## src/rtl/muldiv_special_pkg.sv

```systemverilog
// muldiv_special_pkg
//   Shared definitions for the iterative multiply/divide unit: operation
//   encodings, FSM state encoding, the divide-by-zero quotient constant and
//   small op-decode helpers.
package muldiv_special_pkg;

  localparam int DATA_WIDTH = 32;

  // Operation encodings, sampled together with start.
  localparam logic [1:0] OP_MULU = 2'b00;
  localparam logic [1:0] OP_MUL  = 2'b01;
  localparam logic [1:0] OP_DIVU = 2'b10;
  localparam logic [1:0] OP_DIV  = 2'b11;

  typedef enum logic [1:0] {
    ST_IDLE = 2'b00,
    ST_RUN  = 2'b01,
    ST_FIX  = 2'b10
  } state_e;

  // Quotient returned when the divisor is zero.
  localparam logic [DATA_WIDTH-1:0] DIV0_QUOT = {DATA_WIDTH{1'b1}};

  function automatic logic op_is_div(input logic [1:0] op);
    return !((op == OP_MULU) || (op == OP_MUL));
  endfunction

  function automatic logic op_is_signed(input logic [1:0] op);
    return (op == OP_MUL) || (op == OP_DIV);
  endfunction

endpackage

```

## src/rtl/muldiv_datapath.sv

```systemverilog
// muldiv_datapath
//   Purely combinational datapath for muldiv_special.
//   Ports:
//     is_div_i           : 1 = divide iteration, 0 = multiply iteration
//     hi_i / lo_i        : working accumulator (MUL: partial product / multiplier,
//                          DIV: partial remainder / dividend-quotient)
//     m_i                : multiplicand magnitude (MUL) or divisor magnitude (DIV)
//     step_hi_o/_lo_o    : accumulator after one radix-2 iteration
//     sa_i / sb_i        : operand sign flags (always 0 for unsigned ops)
//     b_zero_i           : divisor was zero
//     a_orig_i           : dividend as originally presented
//     res_lo_o/res_hi_o  : final sign-corrected result words
module muldiv_datapath
  import muldiv_special_pkg::*;
#(
  parameter int WIDTH = 32
) (
  input  logic             is_div_i,
  input  logic [WIDTH-1:0] hi_i,
  input  logic [WIDTH-1:0] lo_i,
  input  logic [WIDTH-1:0] m_i,
  input  logic             sa_i,
  input  logic             sb_i,
  input  logic             b_zero_i,
  input  logic [WIDTH-1:0] a_orig_i,
  output logic [WIDTH-1:0] step_hi_o,
  output logic [WIDTH-1:0] step_lo_o,
  output logic [WIDTH-1:0] res_lo_o,
  output logic [WIDTH-1:0] res_hi_o
);

  localparam logic [WIDTH-1:0]   ONE_W  = {{(WIDTH-1){1'b0}}, 1'b1};
  localparam logic [2*WIDTH-1:0] ONE_2W = {{(2*WIDTH-1){1'b0}}, 1'b1};

  logic [WIDTH:0]     mul_sum_s;
  logic [WIDTH:0]     div_shift_s;
  logic [WIDTH:0]     div_diff_s;
  logic [2*WIDTH-1:0] prod_s;

  // Single iteration: shift-add for MUL, restoring trial subtract for DIV.
  always_comb begin
    mul_sum_s   = {1'b0, hi_i};
    div_shift_s = {hi_i, lo_i[WIDTH-1]};
    div_diff_s  = div_shift_s - {1'b0, m_i};
    step_hi_o   = hi_i;
    step_lo_o   = lo_i;
    if (is_div_i) begin
      // Negative trial difference (MSB set) means restore and shift in a 0.
      if (!div_diff_s[WIDTH]) begin
        step_hi_o = div_diff_s[WIDTH-1:0];
        step_lo_o = {lo_i[WIDTH-2:0], 1'b1};
      end else begin
        step_hi_o = div_shift_s[WIDTH-1:0];
        step_lo_o = {lo_i[WIDTH-2:0], 1'b0};
      end
    end else begin
      if (lo_i[0]) begin
        mul_sum_s = {1'b0, hi_i} + {1'b0, m_i};
      end else begin
        mul_sum_s = {1'b0, hi_i};
      end
      // The carry out of the add becomes the new top bit after the shift.
      step_hi_o = mul_sum_s[WIDTH:1];
      step_lo_o = {mul_sum_s[0], lo_i[WIDTH-1:1]};
    end
  end

  // Sign correction and divide special cases. The signed overflow case
  // (most negative / -1) falls out naturally: |a| / 1 = 0x80..0, whose
  // negation is itself, with a zero remainder.
  always_comb begin
    prod_s   = {hi_i, lo_i};
    res_lo_o = lo_i;
    res_hi_o = hi_i;
    if (is_div_i) begin
      if (b_zero_i) begin
        res_lo_o = DIV0_QUOT[WIDTH-1:0];
        res_hi_o = a_orig_i;
      end else begin
        res_lo_o = (sa_i ^ sb_i) ? (~lo_i + ONE_W) : lo_i;
        res_hi_o = sa_i ? (~hi_i + ONE_W) : hi_i;
      end
    end else begin
      if (sa_i ^ sb_i) begin
        prod_s = ~{hi_i, lo_i} + ONE_2W;
      end else begin
        prod_s = {hi_i, lo_i};
      end
      res_lo_o = prod_s[WIDTH-1:0];
      res_hi_o = prod_s[2*WIDTH-1:WIDTH];
    end
  end

endmodule

```

## src/rtl/muldiv_special.sv

```systemverilog
// muldiv_special
//   Iterative multiply/divide unit, one radix-2 iteration per clock.
//   result_lo feeds the register-file special write path, special_en is its
//   write enable (identical to done).
//   Ports:
//     clk, reset        : clock, synchronous active-high reset
//     start, op         : request and operation (MULU/MUL/DIVU/DIV)
//     flush             : abort the in-flight operation
//     opa, opb          : multiplicand/dividend, multiplier/divisor
//     busy              : operation in progress
//     done, special_en  : one-cycle result-valid pulse
//     result_lo/_hi     : product low/high or quotient/remainder
module muldiv_special
  import muldiv_special_pkg::*;
#(
  parameter int WIDTH = DATA_WIDTH,
  parameter int CNT_W = 6
) (
  input  logic             clk,
  input  logic             reset,
  input  logic             start,
  input  logic [1:0]       op,
  input  logic             flush,
  input  logic [WIDTH-1:0] opa,
  input  logic [WIDTH-1:0] opb,
  output logic             busy,
  output logic             done,
  output logic             special_en,
  output logic [WIDTH-1:0] result_lo,
  output logic [WIDTH-1:0] result_hi
);

  localparam logic [WIDTH-1:0] ONE_W   = {{(WIDTH-1){1'b0}}, 1'b1};
  localparam logic [CNT_W-1:0] CNT_ONE = {{(CNT_W-1){1'b0}}, 1'b1};
  localparam logic [CNT_W-1:0] CNT_INI = CNT_W'(WIDTH);

  state_e           state_q, state_d;
  logic [CNT_W-1:0] cnt_q, cnt_d;
  logic [WIDTH-1:0] hi_q, hi_d, lo_q, lo_d, m_q, m_d, a_orig_q, a_orig_d;
  logic             is_div_q, is_div_d, sa_q, sa_d, sb_q, sb_d;
  logic             b_zero_q, b_zero_d;
  logic [WIDTH-1:0] res_lo_q, res_lo_d, res_hi_q, res_hi_d;
  logic             done_q, done_d, busy_q, busy_d;

  logic             sgn_s, sa_s, sb_s;
  logic [WIDTH-1:0] a_mag_s, b_mag_s;
  logic [WIDTH-1:0] step_hi_s, step_lo_s, fix_lo_s, fix_hi_s;

  muldiv_datapath #(.WIDTH(WIDTH)) u_dp (
    .is_div_i  (is_div_q),
    .hi_i      (hi_q),
    .lo_i      (lo_q),
    .m_i       (m_q),
    .sa_i      (sa_q),
    .sb_i      (sb_q),
    .b_zero_i  (b_zero_q),
    .a_orig_i  (a_orig_q),
    .step_hi_o (step_hi_s),
    .step_lo_o (step_lo_s),
    .res_lo_o  (fix_lo_s),
    .res_hi_o  (fix_hi_s)
  );

  // Operand magnitudes and sign flags for the request on the inputs.
  always_comb begin
    sgn_s   = op_is_signed(op);
    sa_s    = sgn_s & opa[WIDTH-1];
    sb_s    = sgn_s & opb[WIDTH-1];
    a_mag_s = sa_s ? (~opa + ONE_W) : opa;
    b_mag_s = sb_s ? (~opb + ONE_W) : opb;
  end

  // Next-state and datapath register control.
  always_comb begin
    state_d  = state_q;
    cnt_d    = cnt_q;
    hi_d     = hi_q;
    lo_d     = lo_q;
    m_d      = m_q;
    a_orig_d = a_orig_q;
    is_div_d = is_div_q;
    sa_d     = sa_q;
    sb_d     = sb_q;
    b_zero_d = b_zero_q;
    res_lo_d = res_lo_q;
    res_hi_d = res_hi_q;
    done_d   = 1'b0;
    case (state_q)
      ST_IDLE: begin
        if (start && !flush) begin
          is_div_d = op_is_div(op);
          sa_d     = sa_s;
          sb_d     = sb_s;
          a_orig_d = opa;
          b_zero_d = (opb == {WIDTH{1'b0}});
          hi_d     = {WIDTH{1'b0}};
          // MUL: lo holds the multiplier, m the multiplicand.
          // DIV: lo holds the dividend, m the divisor.
          lo_d     = op_is_div(op) ? a_mag_s : b_mag_s;
          m_d      = op_is_div(op) ? b_mag_s : a_mag_s;
          cnt_d    = CNT_INI;
          state_d  = ST_RUN;
        end else begin
          state_d  = ST_IDLE;
        end
      end
      ST_RUN: begin
        if (flush) begin
          state_d = ST_IDLE;
        end else begin
          hi_d  = step_hi_s;
          lo_d  = step_lo_s;
          cnt_d = cnt_q - CNT_ONE;
          if (cnt_q == CNT_ONE) begin
            state_d = ST_FIX;
          end else begin
            state_d = ST_RUN;
          end
        end
      end
      ST_FIX: begin
        state_d = ST_IDLE;
        if (!flush) begin
          res_lo_d = fix_lo_s;
          res_hi_d = fix_hi_s;
          done_d   = 1'b1;
        end else begin
          done_d   = 1'b0;
        end
      end
      default: begin
        state_d = ST_IDLE;
      end
    endcase
    busy_d = (state_d != ST_IDLE);
  end

  // State and datapath registers with synchronous reset.
  always_ff @(posedge clk) begin
    if (reset) begin
      state_q  <= ST_IDLE;
      cnt_q    <= {CNT_W{1'b0}};
      hi_q     <= {WIDTH{1'b0}};
      lo_q     <= {WIDTH{1'b0}};
      m_q      <= {WIDTH{1'b0}};
      a_orig_q <= {WIDTH{1'b0}};
      is_div_q <= 1'b0;
      sa_q     <= 1'b0;
      sb_q     <= 1'b0;
      b_zero_q <= 1'b0;
      res_lo_q <= {WIDTH{1'b0}};
      res_hi_q <= {WIDTH{1'b0}};
      done_q   <= 1'b0;
      busy_q   <= 1'b0;
    end else begin
      state_q  <= state_d;
      cnt_q    <= cnt_d;
      hi_q     <= hi_d;
      lo_q     <= lo_d;
      m_q      <= m_d;
      a_orig_q <= a_orig_d;
      is_div_q <= is_div_d;
      sa_q     <= sa_d;
      sb_q     <= sb_d;
      b_zero_q <= b_zero_d;
      res_lo_q <= res_lo_d;
      res_hi_q <= res_hi_d;
      done_q   <= done_d;
      busy_q   <= busy_d;
    end
  end

  assign busy       = busy_q;
  assign done       = done_q;
  assign special_en = done_q;
  assign result_lo  = res_lo_q;
  assign result_hi  = res_hi_q;

endmodule

```

## config.mk

```make
export PLATFORM = sky130hd
export DESIGN_NAME = muldiv_special
export DESIGN_NICKNAME = d
export VERILOG_FILES = /design/src/rtl/muldiv_special_pkg.sv /design/src/rtl/muldiv_datapath.sv /design/src/rtl/muldiv_special.sv
export SDC_FILE = /design/constraint.sdc
export NUM_CORES = 1
export LEC_CHECK = 0
export CAP_MARGIN = 20
export CORE_MARGIN = 2
export CORE_UTILIZATION = 54
export DETAILED_ROUTE_END_ITERATION = 10
export PLACE_DENSITY = 0.78
export SLEW_MARGIN = 0
export SYNTH_ARGS = -nofsm -noshare
export SYNTH_HDL_FRONTEND = slang
export SYNTH_HIERARCHICAL = 1
export SYNTH_SLANG_ARGS = --single-unit
```

## constraint.sdc

```tcl
create_clock -name clk -period 3.4 [get_ports clk]
set_input_delay 0.68 -clock clk [delete_from_list [all_inputs] [get_ports clk]]
set_output_delay 0.68 -clock clk [all_outputs]
set_load 0.005 [all_outputs]
```

==> flow_metrics.env, run 1 <==
export IMPL_syn_to_final_growth_pct=22.53
export IMPL_met1_usage_pct=49.97
export IMPL_syn_inst=2369
export IMPL_async_reset_ff_share_pct=0
export IMPL_pwr_share_seq_pct=34.3
export IMPL_syn_num_nets=2511
export IMPL_ys_types=92
export IMPL_synth_edf_count=0
export IMPL_power_internal_uw=5098
export IMPL_core_area_um2=31310
export IMPL_cts_buffer_depth=3
export IMPL_track_usage_pct=39.81
export IMPL_rsz0062_at_grt="yes"
export IMPL_port_buffers=136
export IMPL_irDropWorstVdd_mv=0.3890
export IMPL_cts_buffers=25
export IMPL_p_sw_share_pct=33.28
export IMPL_synth_ff_type="dfxtp_1"
export IMPL_nets=2700
export IMPL_detail_route_antenna_nets=0
export IMPL_maxCapViolations=0
export IMPL_finClkSkew_ps=12.85
export IMPL_totalWireLength_um=67350
export IMPL_syn_area_um2=17050
export IMPL_top_usage_layer="met2"
export IMPL_hold_path_class="reg2reg"
export IMPL_end_kind="register"
export IMPL_globalplace_congestion=1.034
export IMPL_die_h_um=181.7
export IMPL_cp_max_fo=2
export IMPL_crit_family="compound AO/OA/AOI/OAI gates"
export IMPL_start_util_pct=54.45
export IMPL_synth_warnings=6
export IMPL_required_ps=3870
export IMPL_hpwl_um=50750
export IMPL_status="completed"
export IMPL_overflow=0
export IMPL_timing_setup_tns_ps=0
export IMPL_antenna_cells=0
export IMPL_clkPwrFrac_pct=38.9
export IMPL_hold_ws_ps=451.9
export IMPL_num_fill_cells=2742
export IMPL_cts_max_level=1
export IMPL_wire_per_inst_um=22.61
export IMPL_placed_cells=2929
export IMPL_grt_max_degree=165
export IMPL_worstSetupPathType="reg2reg"
export IMPL_grt_util_met3_pct=6.458
export IMPL_drtPass1Iterations=6
export IMPL_slew_viol_final=0
export IMPL_drt_first_iter_violations=1988
export IMPL_multi_input_comb_area_um2=12180
export IMPL_grt_util_met2_pct=63.62
export IMPL_vias=19130
export IMPL_p_comb_share_pct=26.8
export IMPL_grt_pass1_vias=18250
export IMPL_ios=137
export IMPL_die_x_um=181.7
export IMPL_clk_latency_ps=560
export IMPL_post_route_drc_count=0
export IMPL_clk_pin_slew_ps=70
export IMPL_startpoint_type="register"
export IMPL_fmax_mhz=300.2
export IMPL_ctsHoldBuffers=0
export IMPL_arrival_ps=3810
export IMPL_relSlewSlack_pct=41.26
export IMPL_viasPerCell=6.420
export IMPL_finalHoldViolCount=0
export IMPL_fin_cells=2979
export IMPL_dieArea_um2=33010
export IMPL_period_minus_slack_ps=3331
export IMPL_yosysSeqAreaShare_pct=24.19
export IMPL_setup_viol_count_final=0
export IMPL_p_sw_uw=2543
export IMPL_cpMaxStageDelayCell="or3_1"
export IMPL_power_leakage_uw=0.008519
export IMPL_post_synth_cell_area_avg_um2=7.196
export IMPL_rows=65
export IMPL_ys_ff_latch=206
export IMPL_critPathBufInv=2
export IMPL_crit_chain="ha_1 > a211oi_1 > o21ai_1 > o311a_1 > a21oi_1 > buf_4 > a2111oi_0 > buf_4 > or3_1 > a21oi_2 > a2111oi_2 > a311oi_2 > nand3_1 > a21oi_1"
export IMPL_power_density_nw_per_um2=365.8
export IMPL_cts_root_buffer="clkbuf_16"
export IMPL_crit_path_max_incr_delay_ps=400
export IMPL_cts_sinks=206
export IMPL_grt_pass1_wl_um=103600
export IMPL_drive_gt1_share_pct=14.09
export IMPL_register_area_um2=4129
export IMPL_cts_tree="done"
export IMPL_antenna_found_initial=0
export IMPL_tightest_slew_ps=881.1
export IMPL_min_period_over_period_pct=97.97
-- flip-flops by register name, indices dropped and copies added (netlist names) --
signal and flops:
m_q 32, lo_q 32, sa_q 1, result_hi 32
is_div_q 1, state_q 2, result_lo 32, sb_q 1
b_zero_q 1, hi_q 32, busy 1, done 1
cnt_q 6, a_orig_q 32
-- layout by cell type (no fill, tap or decap), types with 16 or more instances in the layout --
cell type / instances
clkbuf_16: 25
nor3_1: 43
a21o_1: 38
and3_1: 16
inv_1: 64
buf_4: 195
mux2i_1: 34
ha_1: 69
o221ai_1: 17
or3_1: 23
o21ai_0: 112
o211a_1: 16
o21ai_1: 17
nor2_1: 138
clkdlybuf4s50_1: 135
o211ai_1: 22
nand2_1: 435
o31ai_1: 19
a31oi_1: 16
xnor2_1: 100
a211oi_1: 30
a21oi_1: 306
xor2_1: 92
nand2b_1: 20
nor4_1: 17
mux2_2: 32
nand4_1: 22
nand3_1: 61
dfxtp_1: 204
-- through the flow --
| stage | area, µm² | power, µW | utilization, % | worst slack (ps) |
|---|---|---|---|---|
| final | 20890 | 7641 | 66.71 | 68.87 |
| after detailed placement | 19830 | 4593 | 63.32 | -24.72 |
| after CTS | 20740 | 7541 | 66.25 | 16.96 |
| after global routing | 20890 | 7881 | 66.71 | -37.56 |
| after floorplan | 17050 | 3815 | - | 3.141 |
| after global placement | 19830 | 4573 | 63.32 | 20.94 |
-- cell type report --
class	count	share of cell area (%)
clock buffers	32	3.360
multi-input cells	1925	58.29
clock inverters	14	0.9763
inverters	64	1.150
repair buffers	336	14.05
well taps	402	2.408
flip-flops and latches	206	19.77
-- synthesized netlist by cell type (17+ instances only) --
master / n / share of area, %
o31ai_1: 19 / 0.84
dfxtp_1: 206 / 24
nand3_1: 62 / 1.8
or3_1: 23 / 0.84
clkbuf_1: 140 / 3.1
buf_1: 18 / 0.40
a211oi_1: 32 / 1.4
nor3_1: 44 / 1.3
mux2_2: 32 / 2.1
a21oi_1: 312 / 9.2
nand2b_1: 20 / 0.73
nand2_1: 436 / 9.6
xor2_1: 93 / 4.8
a31oi_1: 19 / 0.70
ha_1: 70 / 5.1
nor2_1: 139 / 3.1
o221ai_1: 17 / 0.87
nor4_1: 17 / 0.62
mux2i_1: 34 / 2.0
o21ai_0: 121 / 3.6
o211ai_1: 22 / 0.97
nand4_1: 22 / 0.81
xnor2_1: 101 / 5.2
a21o_1: 38 / 1.7
inv_1: 64 / 1.4
-- worst register-to-register path, stage by stage (launching register included) --
cell	delay (ps)
dfxtp_1	320
ha_1	330
a211oi_1	280
o21ai_1	160
o311a_1	380
a21oi_1	150
buf_4	150
a2111oi_0	90
buf_4	140
or3_1	400
a21oi_2	260
a2111oi_2	90
a311oi_2	280
nand3_1	90
a21oi_1	140
-- kinds of logic (layout without fill, tap and decap cells) --
kind of cell,Yosys count,in the layout,synth area share [%]
AO/OA/AOI/OAI,736,736,27.28
adder cells (fa/ha/maj),72,72,5.372
buffers and inverters,238,446,5.446
multiplexers,66,66,4.110
flip-flops,206,206,24.19
AND/OR/NAND/NOR,857,857,23.63
XOR/XNOR,194,194,9.967
-- power groups by stage --
stage	sequential [µW]	combinational [µW]	clock [µW]
floorplan	2630	1190	0
global placement	2660	1910	0
detailed placement	2670	1930	0
CTS	2610	1940	2980
global route	2630	2180	3080
finish	2620	2050	2970
-- final timing paths --
check | slack [ps] | endpoint | startpoint | cells after the start
worst max-delay path | 70 | hi_q[30]$_SDFFE_PP0P_ | hi_q[1]$_SDFFE_PP0P_ | 14
worst min register to register | 450 | result_hi[20]$_SDFFE_PP0P_ | result_hi[20]$_SDFFE_PP0P_ | 2
worst max register to register | 70 | hi_q[30]$_SDFFE_PP0P_ | hi_q[1]$_SDFFE_PP0P_ | 14
worst min-delay path | 450 | result_hi[20]$_SDFFE_PP0P_ | result_hi[20]$_SDFFE_PP0P_ | 2
-- layer usage --
| metal | up-vias | wire [µm] |
|---|---|---|
| met3 | 225 | 5804 |
| met2 | 1032 | 29790 |
| li1 | 8817 | - |
| met4 | 0 | 5043 |
| met1 | 9052 | 26710 |
| met5 | - | 0 |
-- repair_timing --
item,in CTS,in global routing
setup endpoints to repair,4,35
setup buffers,0,3
hold endpoints to repair,0,0
resized for setup,3,33
pin swaps,2,9
cloned,0,0
No activity file was read; power rests on OpenSTA's default activity.
==> run 2: changes to the inputs <==
- CTS_BUF_LIST: default -> sky130_fd_sc_hd__clkbuf_16
- SKIP_CTS_REPAIR_TIMING: default -> 1
==> run 2 against run 1 <==
Net effect:
- final cell count is the same
- clock-buffer cell count shrank 7
- design area shrank 0.34%
- power shrank 1.7%
- first-iteration DRC count grew 2.9%
==> flow_metrics.env, run 2 (synthesis gave the netlist of run 1 again) <==
export IMPL_status="completed"
export IMPL_power_leakage_uw=0.008494
export IMPL_hpwl_um=50750
export IMPL_power_density_nw_per_um2=360.8
export IMPL_detail_route_antenna_nets=0
export IMPL_maxCapViolations=0
export IMPL_drtPass1Iterations=7
export IMPL_period_minus_slack_ps=3373
export IMPL_viasPerCell=6.374
export IMPL_ios=137
export IMPL_rsz0062_at_grt="yes"
export IMPL_nets=2700
export IMPL_clk_latency_ps=560
export IMPL_globalplace_congestion=1.034
export IMPL_hold_path_class="reg2reg"
export IMPL_crit_family="simple AND/OR/NAND/NOR gates"
export IMPL_finClkSkew_ps=16.38
export IMPL_cts_root_buffer="clkbuf_16"
export IMPL_fmax_mhz=296.4
export IMPL_crit_chain="or3_1 > or3b_2 > nor3_1 > buf_4 > a21o_1 > o21ai_0 > nor2b_1 > o21ai_0 > xnor2_1 > o21ai_0 > nand2_1 > a21oi_1"
export IMPL_critPathBufInv=1
export IMPL_drt_first_iter_violations=2046
export IMPL_clk_pin_slew_ps=60
export IMPL_setup_viol_count_final=0
export IMPL_arrival_ps=3850
export IMPL_track_usage_pct=39.77
export IMPL_start_util_pct=54.45
export IMPL_finalHoldViolCount=0
export IMPL_critPathMostFrequentCell="o21ai_0"
export IMPL_cts_max_level=1
export IMPL_fin_cells=2979
export IMPL_slew_viol_final=0
export IMPL_utilization_pct=66.49
export IMPL_antenna_cells=0
export IMPL_power_uw=7512
export IMPL_relSlewSlack_pct=41.20
export IMPL_core_area_um2=31310
export IMPL_die_h_um=181.7
export IMPL_vias=18990
export IMPL_cts_tree="done"
export IMPL_cts_buffers=25
export IMPL_dieArea_um2=33010
export IMPL_required_ps=3870
export IMPL_drive_gt1_share_pct=13.78
export IMPL_min_period_over_period_pct=99.21
export IMPL_post_route_drc_count=0
export IMPL_antenna_found_initial=0
export IMPL_irDropWorstVdd_mv=0.3880
export IMPL_wire_per_inst_um=22.58
export IMPL_mostFrequentLayoutCells="nand2_1 (435), a21oi_1 (307), dfxtp_1 (203)"
export IMPL_totalWireLength_um=67260
export IMPL_cpMaxStageDelayCell="or3b_2"
export IMPL_cts_buffer_depth=3
export IMPL_port_buffers=136
export IMPL_grt_pass1_wl_um=103600
export IMPL_grt_pass1_vias=18240
export IMPL_placed_cells=2929
export IMPL_startpoint_type="register"
export IMPL_syn_to_final_growth_pct=22.12
export IMPL_cp_max_fo=4
export IMPL_overflow=0
export IMPL_crit_path_max_incr_delay_ps=520
export IMPL_cts_sinks=206
export IMPL_rows=65
export IMPL_worstSetupPathType="reg2reg"
export IMPL_tightest_slew_ps=880.2
export IMPL_grt_max_degree=165
export IMPL_end_kind="register"
export IMPL_final_common_cell="nand2_1"
export IMPL_die_x_um=181.7
-- run 2: cell count changes in the layout (fill, tap and decap cells not counted), sizes merged --
| cell | delta |
|---|---|
| clkbuf | -7 |
| clkinv | +5 |
| inv | +2 |
-- run 2: worst paths after layout --
path              slack [ps]  cells past startpoint                        from                          to
setup / recovery          30                     12        lo_q[5]$_SDFFE_PP0P_  result_hi[20]$_SDFFE_PP0P_
hold / removal           450                      2  result_hi[23]$_SDFFE_PP0P_  result_hi[23]$_SDFFE_PP0P_
setup reg to reg          30                     12        lo_q[5]$_SDFFE_PP0P_  result_hi[20]$_SDFFE_PP0P_
hold reg to reg          450                      2  result_hi[23]$_SDFFE_PP0P_  result_hi[23]$_SDFFE_PP0P_
-- run 2: per-stage QoR --
stage	area [µm²]	TNS, ps	hold WS [ps]	worst slack, ps
after detailed placement	19830	-27.88	445.3	-24.72
after floorplan	17050	0	431.2	3.141
after CTS	20680	-191.1	453.3	-86.44
after global routing	20820	-100.4	470.1	-29.05
after global placement	19830	0	443.4	20.94
final	20820	0	451.5	26.71
-- run 2: layout make-up --
class                           instances  area (µm²)
Multi-Input combinational cell       1925       12150
Fill cell                            2752       10490
Sequential cell                       206        4130
Timing Repair Buffer                  336        2935
Clock buffer                           25       625.6
Tap cell                              402       503.0
Inverter                               64       240.2
Clock inverter                         21       230.2
-- run 2: metal layers --
| metal | part of all wire [%] | vias to the layer above | track usage, % |
|---|---|---|---|
| met4 | 7.3 | 0 | 25.30 |
| met2 | 44 | 972 | 63.60 |
| met5 | 0 | - | 0 |
| met1 | 40 | 8971 | 50.02 |
| met3 | 8.3 | 234 | 6.398 |
| li1 | - | 8811 | - |
-- run 2: worst register-to-register path: stages (launching register included) --
cell and delay [ps]:
dfxtp_1 310, or3_1 430, or3b_2 520, nor3_1 310
buf_4 210, a21o_1 130, o21ai_0 190, nor2b_1 320
o21ai_0 190, xnor2_1 150, o21ai_0 260, nand2_1 120
a21oi_1 140
-- run 2: where the power goes --
| part | internal (µW) | switching, µW |
|---|---|---|
| registers | 2500 | 115 |
| logic | 814 | 1230 |
| clock network | 1660 | 1190 |
